===== config.mk =====
export PLATFORM = sky130hd
export DESIGN_NAME = any1_ifetch_ctrl
export DESIGN_NICKNAME = d
export VERILOG_FILES = /design/src/rtl/any1_pkg.sv /design/src/rtl/any1_sat_counter.sv /design/src/rtl/any1_ifetch_ctrl.sv
export SDC_FILE = /design/constraint.sdc
export NUM_CORES = 2
export LEC_CHECK = 0
export ABC_CLOCK_PERIOD_IN_PS = 31600
export CORE_AREA = 2 2 496 498
export DETAILED_ROUTE_END_ITERATION = 10
export DIE_AREA = 0 0 498 500
export PLACE_DENSITY_LB_ADDON = 0.3
export SLEW_MARGIN = 20
export SYNTH_ARGS = -nofsm -noshare
export SYNTH_HDL_FRONTEND = slang
export SYNTH_HIERARCHICAL = 1
export SYNTH_SLANG_ARGS = --single-unit
export TNS_END_PERCENT = 20

===== constraint.sdc =====
create_clock -name clk_i -period 31.6 [get_ports clk_i]
set_input_delay 6.32 -clock clk_i [delete_from_list [all_inputs] [get_ports clk_i]]
set_output_delay 6.32 -clock clk_i [all_outputs]
set_load 0.005 [all_outputs]

===== src/rtl/any1_pkg.sv =====
// Shared ANY-1 front-end types and constants: the aligner input bundle,
// the fetch controller state encoding and the fetch reset/increment values.
package any1_pkg;

  localparam int ANY1_AWID      = 32;
  localparam int ANY1_LINE_BITS = 512;

  localparam logic [ANY1_AWID-1:0] INSN_BYTES = 32'd4;
  localparam logic [ANY1_AWID-1:0] RSTIP      = 32'hFFFC0100;

  typedef struct packed {
    logic                      v;
    logic                      predict_taken;
    logic [ANY1_LINE_BITS-1:0] cacheline;
    logic [ANY1_AWID-1:0]      ip;
    logic [ANY1_AWID-1:0]      pip;
  } sInstAlignIn;

  typedef enum logic [1:0] {
    IFS_RUN        = 2'd0,
    IFS_FILL       = 2'd1,
    IFS_FILL_ABORT = 2'd2
  } e_ifetch_state;

endpackage


===== src/rtl/any1_sat_counter.sv =====
// Saturating up-counter with synchronous clear, used for front-end
// performance counters such as I-cache misses.
module any1_sat_counter #(
  parameter int WID = 32
) (
  input  logic           clk,
  input  logic           rst,
  input  logic           inc,
  input  logic           clear,
  output logic [WID-1:0] count
);

  localparam logic [WID-1:0] ONE = {{(WID-1){1'b0}}, 1'b1};

  // Sticks at all-ones so a long run never wraps back to a small value.
  always_ff @(posedge clk or posedge rst) begin
    if (rst) begin
      count <= '0;
    end else if (clear) begin
      count <= '0;
    end else if (inc && (count != '1)) begin
      count <= count + ONE;
    end
  end

endmodule


===== src/rtl/any1_ifetch_ctrl.sv =====
// ANY-1 instruction fetch sequencer: owns the fetch IP, runs the I-cache
// miss/line-fill handshake, applies BTB predictions and redirects.
module any1_ifetch_ctrl
  import any1_pkg::*;
#(
  parameter int AWID      = ANY1_AWID,
  parameter int LINE_BITS = ANY1_LINE_BITS
) (
  input  logic                 clk_i,
  input  logic                 rst_i,
  input  logic                 redirect_i,
  input  logic [AWID-1:0]      redirect_ip_i,
  input  logic                 btb_hit_i,
  input  logic [AWID-1:0]      btb_tgt_i,
  output logic [AWID-1:0]      ic_adr_o,
  input  logic                 ic_hit_i,
  input  logic [LINE_BITS-1:0] ic_line_i,
  output logic                 fill_req_o,
  output logic [AWID-1:0]      fill_adr_o,
  input  logic                 fill_done_i,
  output sInstAlignIn          al_o,
  input  logic                 al_ready_i,
  output logic [31:0]          miss_cnt_o
);

  e_ifetch_state state_q, state_n;
  logic [AWID-1:0] ip_q, ip_n;
  logic [AWID-1:0] pip_q, pip_n;
  sInstAlignIn     al_q, al_n;
  logic            fill_req_q, fill_req_n;
  logic [AWID-1:0] fill_adr_q, fill_adr_n;
  logic            miss_inc;
  logic            consumed;
  logic            advance;

  assign consumed = al_q.v & al_ready_i;
  assign advance  = ic_hit_i & (~al_q.v | al_ready_i);

  always_ff @(posedge clk_i or posedge rst_i) begin
    if (rst_i) begin
      state_q    <= IFS_RUN;
      ip_q       <= RSTIP;
      pip_q      <= RSTIP;
      al_q       <= '0;
      fill_req_q <= 1'b0;
      fill_adr_q <= '0;
    end else begin
      state_q    <= state_n;
      ip_q       <= ip_n;
      pip_q      <= pip_n;
      al_q       <= al_n;
      fill_req_q <= fill_req_n;
      fill_adr_q <= fill_adr_n;
    end
  end

  // A redirect pre-empts everything; an in-flight fill is still allowed to
  // finish, so FILL_ABORT keeps the request up but discards nothing else.
  always_comb begin
    state_n    = state_q;
    ip_n       = ip_q;
    pip_n      = pip_q;
    al_n       = al_q;
    fill_req_n = fill_req_q;
    fill_adr_n = fill_adr_q;
    miss_inc   = 1'b0;

    if (redirect_i) begin
      ip_n   = redirect_ip_i;
      pip_n  = redirect_ip_i;
      al_n.v = 1'b0;
      if (state_q != IFS_RUN) begin
        if (fill_done_i) begin
          fill_req_n = 1'b0;
          state_n    = IFS_RUN;
        end else begin
          state_n = IFS_FILL_ABORT;
        end
      end
    end else begin
      case (state_q)
        IFS_RUN: begin
          if (advance) begin
            al_n.v             = 1'b1;
            al_n.predict_taken = btb_hit_i;
            al_n.cacheline     = ic_line_i;
            al_n.ip            = ip_q;
            al_n.pip           = pip_q;
            pip_n              = ip_q;
            ip_n               = btb_hit_i ? btb_tgt_i : ip_q + INSN_BYTES;
          end else begin
            if (consumed) begin
              al_n.v = 1'b0;
            end
            if (!ic_hit_i) begin
              state_n    = IFS_FILL;
              fill_req_n = 1'b1;
              fill_adr_n = {ip_q[AWID-1:6], 6'b0};
              miss_inc   = 1'b1;
            end
          end
        end
        default: begin
          if (consumed) begin
            al_n.v = 1'b0;
          end
          if (fill_done_i) begin
            fill_req_n = 1'b0;
            state_n    = IFS_RUN;
          end
        end
      endcase
    end
  end

  any1_sat_counter #(
    .WID(32)
  ) u_miss_cnt (
    .clk  (clk_i),
    .rst  (rst_i),
    .inc  (miss_inc),
    .clear(1'b0),
    .count(miss_cnt_o)
  );

  assign ic_adr_o   = ip_q;
  assign al_o       = al_q;
  assign fill_req_o = fill_req_q;
  assign fill_adr_o = fill_adr_q;

endmodule


; ---- Yosys cells after proc, flatten, opt, wreduce, memory -nomap -nowiden
; Cells that the tools add are included.
[classes]
n_addsub = 2
n_bitwise = 7
n_mux = 28
eq_ne = 4
n_reduce_logical = 11
[ops]
columns = cell, count
row1 = 32-bit 2-to-1 mux, 7
row2 = 32-bit by 1-bit adder with 32-bit output (second input constant), 1
row3 = 32-bit by 3-bit adder with 32-bit output (second input constant), 1
row4 = 32-bit inequality test (second input constant), 1
row5 = 1-bit 2-to-1 mux, 14
row6 = 2-bit 2-to-1 mux, 7
row7 = 4-bit AND reduction, 2
row8 = 3-bit inequality test (second input constant), 2
row9 = 3-bit AND reduction, 2
row10 = 2-bit nonzero test, 3
row11 = 1-bit inverter, 4
row12 = 3-bit nonzero test, 1
row13 = 1-bit bitwise AND, 2
row14 = 2-bit logical NOT, 1
row15 = 2-bit by 1-bit inequality test with 1-bit output (second input constant), 1
row16 = 2-bit AND reduction, 1
row17 = 1-bit logical AND, 1
row18 = 1-bit OR, 1
[totals]
ff_bits = 703
in_bits = 583
word_cells = 63
output_inout_bits = 675

; ---- Longest topological paths before layout
[depth]
ltp_word = 7
ltp_mapped = 9
mapped_depth_nobuf = 6

; ---- Modules after synthesis
; The synthesis kept the hierarchy.
[by_module_without_submodules]
columns = module, cells_per_inst, instances, area_per_inst_um2, seq_area_each_um2
row1 = any1_ifetch_ctrl, 1717, 1, 26022.5, 16828.6
row2 = any1_sat_counter, 186, 1, 1740.4, 800.8

; ---- Worst setup path after synthesis
; No wires, ideal clock.
[synth_path]
path_type = input to register
startpoint = in redirect_i
endpoint = reg u_miss_cnt.count[19]
arrival_time_ps = 8594
t_required_ps = 31523
path_buffers = 3
setup_time_ps = 77
path_stages = 9
setup_slack_ps = 22929
cell_sequence = clkbuf_1 nor4_1 clkbuf_1 nand4_1 nor3_1 o311ai_1 buf_2 or4_1 a21oi_1
[synth_via]
elab_chain_cells = 2
[synth_rtl]
columns = item, line_no
row1 = start: declaration, any1_ifetch_ctrl.sv:11  ; input logic redirect_i,
row2 = 1-bit 2-to-1 mux, any1_ifetch_ctrl.sv:68  ; if (redirect_i) begin
row3 = via miss_inc, any1_ifetch_ctrl.sv:32  ; logic miss_inc;
row4 = 1-bit logical AND, any1_sat_counter.sv:21  ; end else if (inc && (count != '1)) begin
row5 = end signal: assignment, any1_sat_counter.sv:22  ; count <= count + ONE;
row6 = end: declaration, any1_sat_counter.sv:10  ; output logic [WID-1:0] count
; The timed path passes the listed nets, and every way through them passes these cells.
; A chain may end at the register's enable or synchronous reset.

==> run summary <==
For this design the top-level I/O count stands at 1,258. The number of setup buffers added after CTS is 0. IR analysis of the VDD net gives a maximum drop of 0.0000396 V. The die height came out at 500 um. After synthesis, the mean cell area works out to 14.6 um2.

The depth of the CTS H-tree is 3. The worst-case clock skew is 41.3 ps. The number of antenna violations at the first check in global routing came out at 133. The share of the Yosys chip area taken by registers is 63.5%. The layout overhead on the synthesized area came out at 70.2%.

STA classifies the critical path startpoint as an input port. The area inside the core boundary came out at 244,000 um2. In this run, distinct cell masters in the synthesized netlist total 58. The number of resized instances in the post-cts repair step is 0. The area taken by flip-flops and latches came out at 17,600 um2. Along the worst path, the maximum fanout reaches 99. In this run the clock root is driven by a sky130_fd_sc_hd__clkbuf_16. sky130_fd_sc_hd__dfrtp_1 takes more of the synthesized area than any other cell. The worst setup path is captured at an async pin. Setup repair after global routing left no endpoint under its margin. The initial standard-cell utilization of the core came out at 11.4%. In the post-synthesis netlist, the biggest area contributors are sky130_fd_sc_hd__dfrtp_1, sky130_fd_sc_hd__mux2_2, sky130_fd_sc_hd__dfstp_2, sky130_fd_sc_hd__o21ai_0, sky130_fd_sc_hd__clkbuf_1. Yosys printed 6 warnings. The total count of hold-check failures in the final report came out at 0. The total power consumption of the routed design is 3.32 mW. The fraction of layout cells with a size suffix above 1 is 25.3%. The final worst setup slack came out at 21,390 ps. The arrival time reported for the critical path endpoint came out at 11,040 ps. The fraction of synthesis flops using an asynchronous set or reset pin came out at 100%. The synthesized design devotes to its leading area cell type 60.7% of total area.

The required time of the critical path is 32,430 ps. The maximum clock rate came out at 0.0979 GHz. The post-route DRC violation count is 0. The clock sink count came out at 703.

For the pin with the worst max-slew slack, the measured transition is 1250 ps. The register bit total from synthesis came out at 703. The number of slew-limit violations in the final report is 0. Entering global routing, the biggest net connects 115 pins. Headroom to the max-slew limit came out at 16.5%. The tool flagged a number of max-cap violations equal to 0. The detailed router's first-iteration violation count came out at 1,052. The CTS clock-pin slew for the worst setup and hold paths came out at 60 ps.

In this run the tool buffered the top-level ports with 1,251 buffer cells. The number of nets at the end of the flow came out at 3,758. The count of flip-flops with a built-in enable after synthesis is 0.

The wire length per cell after detailed routing is 26.1 um. The HPWL reported at the end of detailed placement is 141,000 um. The die covers 249,000 um2. Global routing finished with a remaining overflow of 0. Power spread over the standard cell area amounts to 70.2 nW/um2.

The x dimension of the die is 498 um. The ratio of final minimum period to clock period came out at 32.3%. The remaining antenna violation count is 0. TritonCTS built the clock tree. The first detailed-routing pass ran for 5 iterations. The mapped netlist covers 27,800 um2.

The global-route wire length before repair came out at 222,000 um. The worst setup path is of the input port to async pin kind. Counting every instance in the synthesized netlist gives 1,903.

The worst slack on hold paths is 474 ps. The area of the multi-input gates is 9670 um2. The setup TNS after final layout came out at 0 ps. Prior to clock tree synthesis, the placed netlist has a worst setup slack of 20,310 ps. The kind of path behind the tightest hold check is flop to flop. The maximum buffer depth of the clock tree came out at 3. The count of hold-fix buffers inserted at cts is 0. The routed wire length is 169,000 um. The leading register cell type out of synthesis is sky130_fd_sc_hd__dfrtp_1. The total via count in the routed design is 21,856.

Global routing used 13.2% of the available tracks. The number of placement rows came out at 182. The number of CTS-inserted buffers came out at 92.

Clock latency on the worst-skew pair, taken at its later pin, is 730 ps. The run finished with clean final reports. The total setup violations reported at the end of the flow is 0. The filler cell count came out at 26,524. Dividing the detail-routed via count by the number of cells gives 3.37.

The leakage power figure came out at 18.3 nW. The final critical-path required period came out at 10,210 ps. The final weighted congestion in routability-driven placement is 0.839. The via count of the first global-routing pass came out at 22,771.
## cell usage after synthesis (9+ instances only)
library cell and number:
sky130_fd_sc_hd__a21oi_1 51, sky130_fd_sc_hd__mux2_2 598, sky130_fd_sc_hd__buf_2 10, sky130_fd_sc_hd__o21ai_0 83, sky130_fd_sc_hd__inv_1 17, sky130_fd_sc_hd__dfstp_2 30, sky130_fd_sc_hd__nand2_1 62, sky130_fd_sc_hd__or3_1 16
sky130_fd_sc_hd__nand4_1 12, sky130_fd_sc_hd__nor2_1 31, sky130_fd_sc_hd__dfrtp_1 673, sky130_fd_sc_hd__o31a_1 10, sky130_fd_sc_hd__a31oi_1 9, sky130_fd_sc_hd__o31ai_1 16, sky130_fd_sc_hd__nand3_1 24, sky130_fd_sc_hd__mux2i_1 34
sky130_fd_sc_hd__clkbuf_1 95, sky130_fd_sc_hd__or4_1 14, sky130_fd_sc_hd__a22oi_1 18
## layout make-up
type / count / share of cell area (%)
diodes: 26 / 0.138
clock buffers: 141 / 5.71
clock inverters: 29 / 0.675
inverters: 17 / 0.151
multi-input cells: 1075 / 20.5
flip-flops and latches: 703 / 37.3
well taps: 3220 / 8.53
repair buffers: 1284 / 27.0
## logic make-up (layout without fill, tap and decap cells)
logic type / count (synthesis) / in the layout / synth area share, %
flops: 703 / 703 / 63.5
mux: 632 / 632 / 25.5
compound gates: 229 / 229 / 5.13
simple gates: 198 / 198 / 3.70
buf+inv: 135 / 1471 / 1.99
xor+xnor: 3 / 3 / 0.0947
fa+ha+maj: 2 / 2 / 0.0901
other cells: 1 / 37 / 0.0135
## sequential cells by signal, indices dropped and copies added, names as in the netlist
name              cells
state_q               2
fill_req_o            1
u_miss_cnt/count     32
al_o                578
pip_q                32
fill_adr_o           26
ic_adr_o             32
## per-layer routing
layer	routed length [um]	share of wire (%)	up-vias	GRT usage, %
met1	64500	38	10899	14.7
li1	-	-	9466	-
met3	19700	12	281	6.91
met2	80300	47	1132	21.9
met4	4510	2.7	78	3.95
met5	483	0.28	-	0
## cells in the final DEF (no fill, tap or decap), drive strengths merged, types with 9 or more instances in the layout
cell type	netlist	layout
a22oi	18	18
mux2i	34	34
conb	1	11
o31ai	16	16
or4	16	16
diode	0	26
o21ai	83	83
clkdlybuf4s50	0	1250
clkbuf	95	141
buf	23	34
nor2	31	31
dfstp	30	30
dfrtp	673	673
o31a	10	10
mux2	598	598
clkinv	0	18
or3	17	17
a31oi	9	9
nand4	13	13
a21oi	51	51
nand2	62	62
nand3	25	25
inv	17	21
## worst max-delay path, stage by stage
cell and delay [ps]:
sky130_fd_sc_hd__clkdlybuf4s50_1 520, sky130_fd_sc_hd__inv_8 530, sky130_fd_sc_hd__buf_4 660, sky130_fd_sc_hd__buf_4 630
sky130_fd_sc_hd__buf_4 710, sky130_fd_sc_hd__buf_4 770, sky130_fd_sc_hd__buf_4 630
## stage by stage
| stage | area [um2] | utilization, % | std cells |
|---|---|---|---|
| floorplan | 27800 | - | 1913 |
| global placement | 44200 | 18.1 | 6299 |
| detailed placement | 44200 | 18.1 | 6299 |
| CTS | 47200 | 19.3 | 6469 |
| global route | 47200 | 19.3 | 6480 |
| finish | 47300 | 19.3 | 6495 |
## report_power, final
| group | internal [mW] | leakage [nW] | switching [mW] |
|---|---|---|---|
| Clock | 0.601 | 1.46 | 0.454 |
| Sequential | 1.13 | 8.38 | 0.156 |
| Combinational | 0.602 | 8.49 | 0.372 |
## worst paths after layout
path | start | endpoint | slack [ps] | depth (start not counted)
min in group asynchronous | rst_i | al_o[508] | 6170 | 2
min reg2reg | pip_q[3] | pip_q[3] | 470 | 2
max | rst_i | al_o[182] | 21390 | 7
max reg2reg | state_q[0] | al_o[257] | 27520 | 6
min | pip_q[3] | pip_q[3] | 470 | 2
max in group clk_i | al_ready_i | al_o[257] | 21830 | 7
(Power assumes the default switching activity.)
==> patch 1 (same settings) <==
Register the output `miss_cnt_o`, cleared by the reset; this adds one clock of latency there. The other outputs are not delayed to match.
--- a/src/rtl/any1_ifetch_ctrl.sv
+++ b/src/rtl/any1_ifetch_ctrl.sv
@@ -23,4 +23,6 @@
   output logic [31:0]          miss_cnt_o
 );
+
+  logic [31:0] miss_cnt_d;
 
   e_ifetch_state state_q, state_n;
@@ -121,5 +123,5 @@
     .inc  (miss_inc),
     .clear(1'b0),
-    .count(miss_cnt_o)
+    .count(miss_cnt_d)
   );
 
@@ -129,4 +131,12 @@
   assign fill_adr_o = fill_adr_q;
 
+  always_ff @(posedge clk_i or posedge rst_i) begin
+    if (rst_i) begin
+      miss_cnt_o <= '0;
+    end else begin
+      miss_cnt_o <= miss_cnt_d;
+    end
+  end
+
 endmodule
 
Function: not settled (the Yosys comparison gave no result); the edit may change what the design does.
==> patch 1 against the original RTL <==
  * Global-route usage down 1.3 points
  * Cell area rose by 2.7%
  * Synthesized area up 4.3%
  * Wire length down 9.6%
  * Non-clock buffer count increased by 8
  * Total power increased by 2.5%
  * Setup slack improved by 0.52 ns
  * Sequential cell count increased by 32
  * Largest power group unchanged
  * Sequential power increased by 3%
  * Critical endpoint is now al_o[111]
==> patch 1: results (changes against the original RTL) <==
stage,metric,value,unit,change
placement,hpwl dp,122800,µm,-13%
yosys,Synth Area in Compound Gates,4.716,%,-0.42 points
global_routing,largest net degree at the start of global routing,149,,+30%
clock_network,post-CTS sizing,0,,unchanged
yosys,Area contributors post-synth,"dfrtp_1 (61%), mux2_2 (23%), dfstp_2 (2.7%)",,
drt,DR vias/cell,3.356,,-0.27%
yosys,"Seq/Total Area, Yosys",63.67,%,+0.17 points
global_routing,number of global-route vias before repair,23670,,+4.0%
yosys,xor-xnor portion of the synthesized cell area,0.09077,%,-0.0039 points
setup_path,Worst EP arrival,10.39,ns,-0.65 ns
global_routing,initial antenna violation count,84,,-37%
outcome,status,"complete, no violations",,
sta,Least-Margin Pin Slew,1.033,ns,-0.2196 ns
cells_and_area,max reg flops,578,,unchanged
clock_network,H-tree levels,3,,unchanged
sta,clock skew,0.03539,ns,-0.005914 ns
clock_network,CTS root buf,clkbuf_16,,
pwr,LEAKAGE,0.01901,µW,+3.7%
global_routing,global-route wire length before repair,207100,µm,-6.7%
placement,RD Place Congestion,0.8282,,-1.3%
clock_network,"CTS clk-pin slew, worst paths",0.06,ns,about the same
min_path,Worst Hold Class,reg2reg,,
clock_network,setup bufs post-CTS,0,,unchanged
drt,per-cell routed wire length,23.35,µm,-11%
yosys,Yosys cell types,73,,+26%
yosys,synth cell count leaders,"dfrtp_1 (705), mux2_2 (597), buf_2 (82)",,
yosys,adder-cell share of the synthesized area,0.08645,%,-0.0037 points
yosys,synth warn,6,,unchanged
setup_path,crit-path max FO,148,,+49%
clock_network,TritonCTS Buffers,97,,+5.4%
clock_network,CTS Buffer Depth,3,,unchanged
cells_and_area,nets,3827,,+1.8%
yosys,"FFs w/ async S/R, synth",100.0,%,unchanged
pwr,Sw Pwr,973.2,µW,-0.86%
drt,DR iter-0 viols,1063,,+1.0%
global_routing,Total GRT Usage,11.93,%,-1.3 points
clock_network,worst skew pair latency,0.74,ns,
cells_and_area,ratio of cells with drive above 1 in the final layout,25.38,%,+0.12 points
pwr,Worst VDD drop,0.05138,mV,+30%
placement,pre-CTS setup slack,20.89,ns,+0.5802 ns
placement,I/O Buffers,1251,,unchanged
yosys,mux cell area share after synthesis,24.54,%,-0.94 points
cells_and_area,filler cell count,26420,,-0.40%
yosys,Synth Flop Type,dfrtp_1,,
drt,drt first pass iters,5,,unchanged
[patch 1: cell types whose count changed after synthesis, sizes merged, moves of 8 or more]
cell / change
a21oi: -10
a22o: +10
a22oi: -9
buf: +71
clkbuf: -59
dfrtp: +32
nand2: +15
nand3: -8
nand4: +16
o21ai: -12
o31a: -8
[patch 1: layout make-up]
type / instances / area (µm²) / area share (%)
repair buffers: 1292 / 12850 / 26.49
clock buffers: 147 / 2889 / 5.955
inverters: 17 / 71.32 / 0.1470
well taps: 3220 / 4029 / 8.304
clock inverters: 27 / 264.0 / 0.5442
multi-input cells: 1099 / 9927 / 20.46
diodes: 21 / 52.55 / 0.1083
flip-flops and latches: 735 / 18430 / 37.99
[patch 1: per-layer routing]
| layer | share of wire [%] | GRT usage (%) |
|---|---|---|
| met1 | 38 | 13.11 |
| met2 | 47 | 19.64 |
| met3 | 12 | 6.421 |
| met4 | 3.1 | 3.800 |
| met5 | 0.15 | 0 |
[patch 1: worst paths after layout]
path                                           start              to  slack [ns]  cells after the start
worst max-delay path                           rst_i       al_o[111]       21.91                      6
worst min-delay path            u_miss_cnt/count[15]  miss_cnt_o[15]        0.40                      0
worst max register to register             al_o[577]       al_o[326]       27.79                      6
worst min register to register  u_miss_cnt/count[15]  miss_cnt_o[15]        0.40                      0
max in group clk_i                        al_ready_i       al_o[326]       22.04                      7
min in group asynchronous                      rst_i  miss_cnt_o[24]        6.13                      2
[patch 1: cells by family (layout without fill, tap and decap cells)]
group | after synthesis | in the layout
adders and majority gates | 2 | 2
DFF | 735 | 735
buffers and inverters | 147 | 1483
xor gates and xnor gates | 3 | 3
AOI/OAI and AO/OA | 207 | 207
muxes | 635 | 635
other | 1 | 32
and+or+nand+nor | 241 | 241
[patch 1: power by group through the flow]
stage               Clock (µW)  Combinational (µW)  Sequential, µW
floorplan                    0                 269            1320
global route              1200                1030            1360
global placement             0                 984            1340
detailed placement           0                 984            1350
CTS                       1170                 988            1330
finish                    1110                 960            1330
[patch 1: worst max-delay path, cell delays in order]
cell and delay (ns):
clkdlybuf4s50_1 0.53, inv_8 0.41, buf_12 0.61, buf_4 0.71, buf_4 0.63, buf_4 0.78
[patch 1: metrics by stage]
| stage | total power (µW) | hold slack [ns] | area [µm²] | util (%) | instances |
|---|---|---|---|---|---|
| after floorplan | 1585 | 0.3755 | 28990 | - | 1981 |
| after global placement | 2323 | 0.4058 | 45300 | 18.54 | 6363 |
| after detailed placement | 2329 | 0.4120 | 45300 | 18.54 | 6363 |
| after CTS | 3488 | 0.3989 | 48460 | 19.83 | 6537 |
| after global routing | 3582 | 0.4381 | 48480 | 19.84 | 6542 |
| final | 3398 | 0.4029 | 48520 | 19.86 | 6558 |
==> patch 2 (config.mk and constraints unchanged) <==
Without the edit above. The package constant `ANY1_AWID` goes from 32 to 48.
--- a/src/rtl/any1_pkg.sv
+++ b/src/rtl/any1_pkg.sv
@@ -3,5 +3,5 @@
 package any1_pkg;
 
-  localparam int ANY1_AWID      = 32;
+  localparam int ANY1_AWID      = 48;
   localparam int ANY1_LINE_BITS = 512;
 
Interface: changed (5 resized); port bits go from 1258 to 1354. The function was not compared with the original's and may differ.
==> patch 2 against the original RTL <==
  * Cell area rose by 11%
  * Combinational power rose by 15%
  * Via count rose by 19%
  * Setup slack improved by 0.28 ns
  * Synthesized area rose by 14%
  * Wire length rose by 23%
  * Sequential cell count rose by 80
  * Total power rose by 14%
  * Global-route usage rose by 2.9 points
  * Critical path type is now in2reg
==> patch 2: results (changes against the original RTL) <==
stage,metric,value,unit,change
setup_path,capture point of the worst reg-to-reg path,al_o[357],,
yosys,"Seq/Total Area, Yosys",61.80,%,-1.7 points
yosys,mux cell area share after synthesis,24.47,%,-1.0 points
clock_network,TritonCTS Buffers,101,,+9.8%
global_routing,GR Util met1,19.26,%,+4.6 points
placement,RD Place Congestion,0.8664,,+3.2%
global_routing,Total GRT Usage,16.18,%,+2.9 points
global_routing,GR Util met3,8.693,%,+1.8 points
setup_path,Worst EP arrival,10.55,ns,-0.49 ns
drt,detailed-route wire length,208000,µm,+23%
cells_and_area,filler cell count,26210,,-1.2%
cells_and_area,"non-filler cells, final",6943,,+6.9%
cells_and_area,nets,4216,,+12%
placement,I/O Buffers,1347,,+7.7%
global_routing,largest net degree at the start of global routing,166,,+44%
drt,Met2 Wirelength,92440,µm,+15%
outcome,status,"complete, no violations",,
placement,pre-CTS setup slack,20.83,ns,+0.5165 ns
pwr,Worst VDD drop,0.04513,mV,+14%
drt,WL met3,27240,µm,+38%
cells_and_area,max reg flops,610,,+5.5%
global_routing,met2 Use GR,25.20,%,+3.3 points
placement,hpwl dp,170600,µm,+21%
yosys,Synth Instances,2254,,+18%
drt,DR vias/cell,3.732,,+11%
yosys,xor-xnor portion of the synthesized cell area,0.08272,%,-0.012 points
==> patch 2: changes by cell type after synthesis, moves of 10 or more <==
| cell | delta |
|---|---|
| dfrtp_1 | +80 |
| buf_2 | +63 |
| mux2_2 | +46 |
| clkbuf_1 | -40 |
| nand2_1 | +34 |
| o21ai_0 | +27 |
| mux2i_1 | +18 |
| nor2_1 | +16 |
| or3_1 | +12 |
| nand4_1 | +11 |
| o211ai_1 | +10 |
==> patch 2: final cells by class <==
cell class	count	area, µm²	share of cell area [%]
Antenna cell	42	105.1	0.2003
Clock buffer	140	2878	5.484
Clock inverter	45	521.8	0.9942
Inverter	18	75.07	0.1431
Multi-Input combinational cell	1310	11420	21.76
Sequential cell	783	19630	37.41
Tap cell	3220	4029	7.677
Timing Repair Buffer	1385	13820	26.33
==> patch 2: worst min-delay path by stage <==
stage / start / end / slack, ns / cells past startpoint
2_1_floorplan: pip_q[0] / pip_q[0] / 0.45 / 2
3_3_place_gp: pip_q[1] / pip_q[1] / 0.46 / 2
3_5_place_dp: fill_req_o / fill_req_o / 0.47 / 1
4_1_cts: fill_req_o / fill_req_o / 0.48 / 1
5_1_grt: fill_req_o / fill_req_o / 0.50 / 1
6_report: pip_q[9] / pip_q[9] / 0.48 / 2
==> patch 2: power groups by stage <==
stage               clock (µW)  combinational (µW)  sequential [µW]
floorplan                    0                 305             1420
global placement             0                1150             1450
detailed placement           0                1150             1460
CTS                       1270                1160             1440
global route              1300                1200             1470
finish                    1210                1120             1440
==> patch 2: worst max-delay path, stage by stage <==
cell and delay, ns:
clkdlybuf4s50_1 0.43, nand2b_1 0.23, nand4b_1 0.21, buf_4 0.50, buf_4 0.65, buf_4 0.67
buf_4 0.86, mux2_2 0.42
